==> config.mk <==
export PLATFORM = sky130hd
export DESIGN_NAME = fetch_unit
export DESIGN_NICKNAME = d
export VERILOG_FILES = /design/src/rtl/fetch_pkg.sv /design/src/rtl/fetch_fifo.sv /design/src/rtl/fetch_unit.sv
export SDC_FILE = /design/constraint.sdc
export NUM_CORES = 1
export LEC_CHECK = 0
export ABC_CLOCK_PERIOD_IN_PS = 5500
export CAP_MARGIN = 20
export CORE_MARGIN = 2
export CORE_UTILIZATION = 30
export CTS_BUF_LIST = sky130_fd_sc_hd__clkbuf_2 sky130_fd_sc_hd__clkbuf_4 sky130_fd_sc_hd__clkbuf_8
export DETAILED_ROUTE_END_ITERATION = 10
export GPL_ROUTABILITY_DRIVEN = 1
export PLACE_DENSITY = 0.57
export REMOVE_ABC_BUFFERS = 1
export SETUP_SLACK_MARGIN = 0.4
export SKIP_CTS_REPAIR_TIMING = 1
export SLEW_MARGIN = 20
export SYNTH_ARGS = -nofsm -noshare
export SYNTH_HDL_FRONTEND = slang
export SYNTH_SLANG_ARGS = --single-unit
==> constraint.sdc <==
create_clock -name clk -period 5.5 [get_ports clk]
set_input_delay 1.1 -clock clk [delete_from_list [all_inputs] [get_ports clk]]
set_output_delay 1.1 -clock clk [all_outputs]
set_load 0.01 [all_outputs]
==> src/rtl/fetch_pkg.sv <==
// Shared types and constants for the instruction fetch unit.
//   XLEN             : address/data width
//   RESET_PC_DEFAULT : default first fetch address after reset
//   IMEM_LATENCY     : cycles from request to returned data
//   FIFO_DEPTH       : instruction buffer depth (only 4 supported)
//   fetch_entry_t    : buffered {pc, instr} pair
//   inflight_t       : tracked outstanding request {valid, pc}
package fetch_pkg;

  localparam int unsigned XLEN             = 32;
  localparam logic [31:0] RESET_PC_DEFAULT = 32'h0000_0000;
  localparam int unsigned IMEM_LATENCY     = 2;
  localparam int unsigned FIFO_DEPTH       = 4;

  typedef struct packed {
    logic [XLEN-1:0] pc;
    logic [XLEN-1:0] instr;
  } fetch_entry_t;

  typedef struct packed {
    logic            valid;
    logic [XLEN-1:0] pc;
  } inflight_t;

  // Force a byte address onto a word boundary.
  function automatic logic [XLEN-1:0] align_word(input logic [XLEN-1:0] addr);
    return addr & ~XLEN'(3);
  endfunction

endpackage

==> src/rtl/fetch_fifo.sv <==
// Instruction buffer: DEPTH entries of fetch_entry_t with simultaneous
// push/pop and a synchronous flush (flush wins over push/pop).
// DEPTH must be a power of two so the pointers wrap naturally.
// Ports:
//   clk, rst_n   : clock, synchronous active-low reset
//   flush_i      : drop all entries
//   push_i       : write push_data_i at the tail
//   pop_i        : remove the head entry (ignored when empty)
//   head_o       : head entry, all zero when empty
//   empty_o      : no entries held
//   count_o      : number of entries held
module fetch_fifo
  import fetch_pkg::*;
#(
  parameter int unsigned DEPTH = FIFO_DEPTH
) (
  input  logic                         clk,
  input  logic                         rst_n,
  input  logic                         flush_i,
  input  logic                         push_i,
  input  fetch_entry_t                 push_data_i,
  input  logic                         pop_i,
  output fetch_entry_t                 head_o,
  output logic                         empty_o,
  output logic [$clog2(DEPTH+1)-1:0]   count_o
);

  localparam int unsigned PTR_W = $clog2(DEPTH);
  localparam int unsigned CNT_W = $clog2(DEPTH + 1);

  fetch_entry_t     mem_q [DEPTH];
  fetch_entry_t     mem_d [DEPTH];
  logic [PTR_W-1:0] wr_ptr_q, wr_ptr_d;
  logic [PTR_W-1:0] rd_ptr_q, rd_ptr_d;
  logic [CNT_W-1:0] count_q, count_d;
  logic             do_push_c, do_pop_c;

  // Pointer/count update; a push into a full buffer is accepted only if a pop frees a slot.
  always_comb begin
    mem_d     = mem_q;
    wr_ptr_d  = wr_ptr_q;
    rd_ptr_d  = rd_ptr_q;
    count_d   = count_q;
    do_pop_c  = pop_i && (count_q != '0);
    do_push_c = push_i && ((count_q != CNT_W'(DEPTH)) || do_pop_c);
    if (flush_i) begin
      wr_ptr_d = '0;
      rd_ptr_d = '0;
      count_d  = '0;
    end else begin
      if (do_push_c) begin
        mem_d[wr_ptr_q] = push_data_i;
        wr_ptr_d        = wr_ptr_q + PTR_W'(1);
      end
      if (do_pop_c) begin
        rd_ptr_d = rd_ptr_q + PTR_W'(1);
      end
      case ({do_push_c, do_pop_c})
        2'b10:   count_d = count_q + CNT_W'(1);
        2'b01:   count_d = count_q - CNT_W'(1);
        default: count_d = count_q;
      endcase
    end
  end

  // Control state.
  always_ff @(posedge clk) begin
    if (!rst_n) begin
      wr_ptr_q <= '0;
      rd_ptr_q <= '0;
      count_q  <= '0;
    end else begin
      wr_ptr_q <= wr_ptr_d;
      rd_ptr_q <= rd_ptr_d;
      count_q  <= count_d;
    end
  end

  // Storage; contents are only visible through a non-empty head, so no reset.
  always_ff @(posedge clk) begin
    mem_q <= mem_d;
  end

  assign empty_o = (count_q == '0);
  assign head_o  = empty_o ? '0 : mem_q[rd_ptr_q];
  assign count_o = count_q;

endmodule

==> src/rtl/fetch_unit.sv <==
// Instruction fetch unit: issues sequential word fetches to a fixed-latency
// instruction memory, tracks outstanding requests, buffers returned
// instructions and presents them in order to decode.
// Optional feature macro: FETCH_MISALIGN_CHECK_EN (misaligned redirect fault).
// Ports:
//   clk, rst_n          : clock, synchronous active-low reset
//   stall_i             : decode hazard, hold the presented instruction
//   redirect_i          : taken branch/jump, refetch from redirect_pc_i
//   redirect_pc_i       : redirect target byte address
//   imem_read_en_o      : memory read request
//   imem_addr_o         : request byte address
//   imem_hazard_o       : copy of stall_i
//   imem_q_i            : memory read data, IMEM_LATENCY cycles after request
//   if_valid_o          : if_instr_o/if_pc_o hold a valid pair
//   if_instr_o, if_pc_o : presented instruction and its byte address
//   fault_o             : sticky misaligned-redirect flag (macro only)
module fetch_unit #(
  parameter logic [31:0] RESET_PC   = fetch_pkg::RESET_PC_DEFAULT,
  parameter int unsigned FIFO_DEPTH = fetch_pkg::FIFO_DEPTH
) (
  input  logic        clk,
  input  logic        rst_n,
  input  logic        stall_i,
  input  logic        redirect_i,
  input  logic [31:0] redirect_pc_i,
  output logic        imem_read_en_o,
  output logic [31:0] imem_addr_o,
  output logic        imem_hazard_o,
  input  logic [31:0] imem_q_i,
  output logic        if_valid_o,
  output logic [31:0] if_instr_o,
  output logic [31:0] if_pc_o
`ifdef FETCH_MISALIGN_CHECK_EN
  ,
  output logic        fault_o
`endif
);

  import fetch_pkg::*;

  localparam int unsigned CNT_W       = $clog2(FIFO_DEPTH + 1);
  localparam int unsigned OCC_W       = CNT_W + 1;
  localparam int unsigned ISSUE_LIMIT = FIFO_DEPTH - 1;

  logic [XLEN-1:0] pc_q, pc_d;
  inflight_t       pipe_q [IMEM_LATENCY];
  inflight_t       pipe_d [IMEM_LATENCY];
  inflight_t       ret_c;
  logic            issue_c, flush_c, push_c, pop_c, fault_c;
  logic [OCC_W-1:0] occupancy_c;
  fetch_entry_t    push_data_c, head_c;
  logic            empty_c;
  logic [CNT_W-1:0] count_c;

`ifdef FETCH_MISALIGN_CHECK_EN
  logic fault_q, fault_d;

  // Sticky fault: set by a misaligned redirect, cleared by an aligned one.
  always_comb begin
    fault_d = fault_q;
    if (redirect_i) begin
      fault_d = (redirect_pc_i[1:0] != 2'b00);
    end
  end

  always_ff @(posedge clk) begin
    if (!rst_n) begin
      fault_q <= 1'b0;
    end else begin
      fault_q <= fault_d;
    end
  end

  assign fault_c = fault_q;
  assign fault_o = rst_n & fault_q;
`else
  assign fault_c = 1'b0;
`endif

  // Oldest tracked request: when valid, imem_q_i belongs to its pc this cycle.
  assign ret_c       = pipe_q[IMEM_LATENCY-1];
  assign push_c      = ret_c.valid;
  assign push_data_c = '{pc: ret_c.pc, instr: imem_q_i};
  assign pop_c       = !empty_c && !stall_i;

  // Issue/redirect control. Buffered + outstanding entries are capped so every
  // returning word is guaranteed a FIFO slot (memory has no backpressure).
  always_comb begin
    pc_d        = pc_q;
    issue_c     = 1'b0;
    flush_c     = 1'b0;
    occupancy_c = OCC_W'(count_c);
    for (int unsigned i = 0; i < IMEM_LATENCY; i++) begin
      occupancy_c = occupancy_c + OCC_W'(pipe_q[i].valid);
    end
    pipe_d[0] = '0;
    for (int unsigned i = 1; i < IMEM_LATENCY; i++) begin
      pipe_d[i] = pipe_q[i-1];
    end
    if (redirect_i) begin
      // Redirect beats stall: drop buffered and outstanding work, no request now.
      flush_c = 1'b1;
      for (int unsigned i = 0; i < IMEM_LATENCY; i++) begin
        pipe_d[i] = '0;
      end
      pc_d = align_word(redirect_pc_i);
    end else if (!fault_c && (occupancy_c <= OCC_W'(ISSUE_LIMIT))) begin
      issue_c   = 1'b1;
      pipe_d[0] = '{valid: 1'b1, pc: pc_q};
      pc_d      = pc_q + XLEN'(4);
    end
  end

  // Fetch pc and in-flight tracking.
  always_ff @(posedge clk) begin
    if (!rst_n) begin
      pc_q <= RESET_PC;
      for (int unsigned i = 0; i < IMEM_LATENCY; i++) begin
        pipe_q[i] <= '0;
      end
    end else begin
      pc_q   <= pc_d;
      pipe_q <= pipe_d;
    end
  end

  fetch_fifo #(
    .DEPTH (FIFO_DEPTH)
  ) u_fifo (
    .clk         (clk),
    .rst_n       (rst_n),
    .flush_i     (flush_c),
    .push_i      (push_c),
    .push_data_i (push_data_c),
    .pop_i       (pop_c),
    .head_o      (head_c),
    .empty_o     (empty_c),
    .count_o     (count_c)
  );

  // Everything is forced low while reset is applied.
  assign imem_read_en_o = rst_n & issue_c;
  assign imem_addr_o    = rst_n ? pc_q : '0;
  assign imem_hazard_o  = rst_n & stall_i;
  assign if_valid_o     = rst_n & ~empty_c;
  assign if_instr_o     = rst_n ? head_c.instr : '0;
  assign if_pc_o        = rst_n ? head_c.pc : '0;

endmodule

# Word-level counts from Yosys, hierarchy flattened
# Cells that the tools add are included.
[totals]
ff_bits = 361
latch_bits = 0
ramBits = 0
rom_bits = 0
input_bits = 68
output_inout_bits = 99
word_cells = 72
n_memories = 0
[classes]
n_addsub = 7
n_mul = 0
div = 0
order_cmp = 4
n_eq_ne = 3
n_shift = 0
muxes = 17
n_bitwise = 9
reduce_logical = 15
[ops]
columns = ["op", "n"]
rows = [
  ["bitwise mux 256 bit", 1],
  ["two-way mux 64 bit", 4],
  ["two-way mux 32 bit", 5],
  ["binary-select mux 64 bit (select 2 bit)", 1],
  ["demux 64 bit (select 2 bit)", 1],
  ["two-way mux 33 bit", 1],
  ["adder 32 x 3 -> 32 bit (second input constant)", 1],
  ["greater-or-equal comparator 3 bit (second input constant)", 2],
  ["inverter 2 -> 3 bit", 2],
  ["one-hot mux 3 bit (2 select lines)", 1],
  ["adder 2 x 1 -> 2 bit (second input constant)", 2],
  ["adder 3 x 1 -> 4 bit", 1],
  ["adder 4 x 1 -> 4 bit", 1],
  ["less-or-equal comparator 4 x 2 -> 1 bit (second input constant)", 1],
  ["logical AND 1 bit", 4],
  ["inverter 1 bit", 4],
  ["nonzero test 2 bit", 2],
  ["OR reduction 2 bit", 2],
  ["adder 3 x 1 -> 3 bit (second input constant)", 1],
  ["bitwise AND 1 bit", 3],
  ["zero test 3 bit", 1],
  ["less-than comparator 3 x 1 -> 1 bit (second input constant)", 1],
  ["two-way mux 1 bit", 3],
  ["inequality test 3 bit (second input constant)", 1],
  ["other kinds (8)", 9],
]

# Logic depth before layout (Yosys ltp)
[depth]
ltp_word = 8
mapped_depth = 9
ltp_nobuf = 8

# Modules after synthesis
# Synthesis repeated with hierarchy kept, for this count alone.
[hier_totals]
cells_unflattened = 918
area_unflattened_um2 = 14237.4
[by_module_without_submodules]
columns = ["module", "n_inst", "cells_per_inst", "area_each_um2", "seq_area_each_um2"]
rows = [
  ["fetch_fifo", 1, 456, 10109.7, 7827.5],
  ["fetch_unit", 1, 462, 4127.7, 1841.8],
]

# Worst setup path before layout
# Ideal clock, no wire load.
[synth_timing]
kind = "input port to flip-flop"
startpoint = "in redirect_i"
endpoint = "reg u_fifo.mem_q[0] (netlist bit) (enable)"
setup_time_ns = 0.427
arrival_ns = 2.936
t_required_ns = 5.073
path_slack_ns = 2.138
path_stages = 3
path_buffers = 1
cell_sequence = "clkbuf_1 -> nor2_1 -> and2_1"
[synth_between]
elab_chain_len = 3
[synth_lines]
columns = ["item", "line_no", "source"]
rows = [
  ["start: declaration", "fetch_unit.sv:24", "input logic redirect_i,"],
  ["two-way mux 1 bit", "fetch_unit.sv:100", "if (redirect_i) begin"],
  ["inverter 1 bit (no source line)", "n/a", ""],
  ["AND reduction 2 bit (no source line)", "n/a", ""],
  ["end signal: assignment", "fetch_fifo.sv:81", "mem_q <= mem_d;"],
  ["end: declaration", "fetch_fifo.sv:31", "fetch_entry_t mem_q [DEPTH];"],
]
# No other way between the ends.
# A chain may end at the register's enable or synchronous reset.

# Worst setup path after layout
[layout_timing]
startpoint = "in rst_n"
endpoint = "out if_instr_o[2]"
[layout_between]
elab_chain_len = 1
[layout_lines]
columns = ["item", "line_no", "source"]
rows = [
  ["start: declaration", "fetch_unit.sv:22", "input logic rst_n,"],
  ["two-way mux 32 bit", "fetch_unit.sv:146", "assign if_instr_o = rst_n ? head_c.instr : '0;"],
  ["end: declaration", "fetch_unit.sv:31", "output logic [31:0] if_instr_o,"],
]
# No other way between the ends.

==> summary.txt <==
Synth cell types: 50
Worst Reg-to-Reg Cells: 8
DRT iter0 DRCs: 532
asr flop ratio synth: 0%
WP data required: 4.40 ns
# IOs: 167
Seq/Total Area, Yosys: 70.3%
max_cap viols: 0
main combinational cell family by area after synthesis: simple AND/OR/NAND/NOR gates
fin nets: 1092
die area: 0.0464 mm²
Cell Area, Synth: 0.0134 mm²
TritonCTS Buffers: 58
Slew headroom: 29.6%
min-delay worst type: flop to flop
cell with the most instances after synthesis: edfxtp_1
CTS tree: built
reg-to-reg endpoint: u_fifo.count_o[2]
post-synthesis mux area share: 10.6%
Remaining DRCs: 0
status: completed
Worst setup EP type: output port
EDFF count, synth: 248
Worst Setup Path Type: input pin to output port
largest net degree at the start of global routing: 64
Worst-path clk slew: 0.06 ns
RSZ-0062 raised after global routing: false
Clock Skew: 0.0388 ns
pwr/cell area: 320 mW/mm²
worst skew pair latency: 0.63 ns
flop2flop setup slack: 2.86 ns
total power: 5.38 mW
DR WL/cell: 18.3 µm
via count: 7492
layout cells sized above 1: 18.0%
Area Overhead vs Synth: 25.5%
Simple-Gate Fraction of Synth Area: 11.2%
final non-filler cell total: 1655
Synth Flop Type: edfxtp_1
Die Span Y: 215 µm
Synth Warn #: 0
clock buffer depth: 3
Port Buffers: 160
Worst Tran Pin Value: 1.06 ns
Critical Path End: if_instr_o[2]
Die Width: 215 µm
first-pass GRT wire length: 45900 µm
crit path DAT: 3.17 ns
f_max: 234 MHz
compound-gate portion of the synthesized area: 2.86%
Clock Sinks: 347
routed wire length: 30300 µm
CTS H-tree lvls: 2
Final Hold Viols: 0
Setup crit start kind: input pin
Max FO, Critical Path: 63
RePlAce Congestion: 0.721
Period minus WS final: 4.27 ns
row cnt: 77
Core Area: 0.0442 mm²
DP HPWL: 17300 µm
Root Driver: clkbuf_8
synthesized flop and latch total: 347
hold slack: 0.423 ns
DRT Pass-1 Iters: 5
utilization after layout: 38.1%
vias in the first global route: 7763
gr usage total: 12.9%
placed insts: 1548
vias per std cell: 4.53
worst vdd ir: 0.139 mV
final setup fails: 0
Yosys top cell area share: 55.5%
Slew Limit Fails: 0
initial antenna violation count: 0
Crit. Startpoint: rst_n
commonest cells in the netlist: edfxtp_1 (248), dfxtp_1 (99), and2_1 (66), nor2b_1 (64), mux4_2 (62)
Final period util: 77.7%
Yosys top cell by area: edfxtp_1
XOR/XNOR share of the synthesized area: 1.89%
leakage: 5.58 nW
worst r2r src: u_fifo.count_o[2]
Post-Synth Adder-Cell Area: 0.802%
gr ovfl total: 0
top area cells in the synthesized netlist: edfxtp_1 (56%), dfxtp_1 (15%), mux4_2 (10%)
Starting Density: 30.3%
setup TNS: 0 ns
post-synthesis cell count: 836
Antenna Nets Post-Route: 0
syn_area_per_cell: 16.0 µm²
[how the worst min path moves through the flow]
stage,startpoint,to,slack [ns],cells after the start
final,pipe_q[54],pipe_q[21],0.42,1
after global routing,pipe_q[61],pipe_q[28],0.44,1
after CTS,pipe_q[40],pipe_q[7],0.43,1
after detailed placement,pipe_q[47],pipe_q[14],0.42,1
after global placement,pipe_q[50],pipe_q[17],0.41,1
after floorplan,pipe_q[43],pipe_q[10],0.41,1
[sequential cells by signal, indices dropped and copies added, names as in the netlist]
register         count
push_c               1
pc_q                30
u_fifo.mem_q       248
u_fifo.count_o       3
pipe_q              61
u_fifo.rd_ptr_q      2
u_fifo.wr_ptr_q      2
[cell families after synthesis]
family	count (synthesis)
multiplexers	64
XOR/XNOR	29
flip-flops	347
AND/OR/NAND/NOR	254
other	1
AO/OA/AOI/OAI	66
adder cells (fa/ha/maj)	8
buffers and inverters	67
[layout by cell type, fill, tap and decap left out, types with 20 or more instances in the layout]
cell	n
clkbuf_8	63
mux4_2	62
clkdlybuf4s50_1	159
o21ai_0	29
xnor2_1	23
dfxtp_1	97
nand2_1	24
clkbuf_4	20
edfxtp_1	248
and3_1	25
nor3_1	20
a21oi_1	21
nor2b_1	63
and2_1	62
[final cells by class]
cell class / instances / area, µm²
Multi-Input combinational cell: 425 / 3700
Timing Repair Buffer: 172 / 1700
Antenna cell: 1 / 2.50
Sequential cell: 347 / 9440
Fill cell: 4127 / 27400
Clock buffer: 83 / 1020
Inverter: 12 / 45.0
Tap cell: 592 / 741
Clock inverter: 23 / 188
[metrics by stage]
step	instance area, µm²	worst slack (ns)
floorplan	13200	0.895
global placement	15600	1.20
detailed placement	15600	1.17
CTS	16800	1.17
global route	16800	1.00
finish	16800	1.23
[worst max-delay path: stages]
cell and delay [ns]:
buf_2 0.45, nand2b_4 0.60, nor2b_1 0.39, clkdlybuf4s50_1 0.58
[where the power goes]
part	switching (mW)	internal [mW]
logic	0.0875	0.105
registers	0.0337	2.82
clock network	1.01	1.33
total	1.13	4.25
[metal layers]
metal	global-route usage [%]	part of all wire (%)	up-vias	wire (µm)
li1	-	-	3487	-
met1	17.7	46	3728	14000
met2	20.1	46	217	13900
met3	2.89	5.0	60	1520
met4	5.13	2.6	0	783
met5	0	0	-	0
No activity file was read; power rests on OpenSTA's default activity.
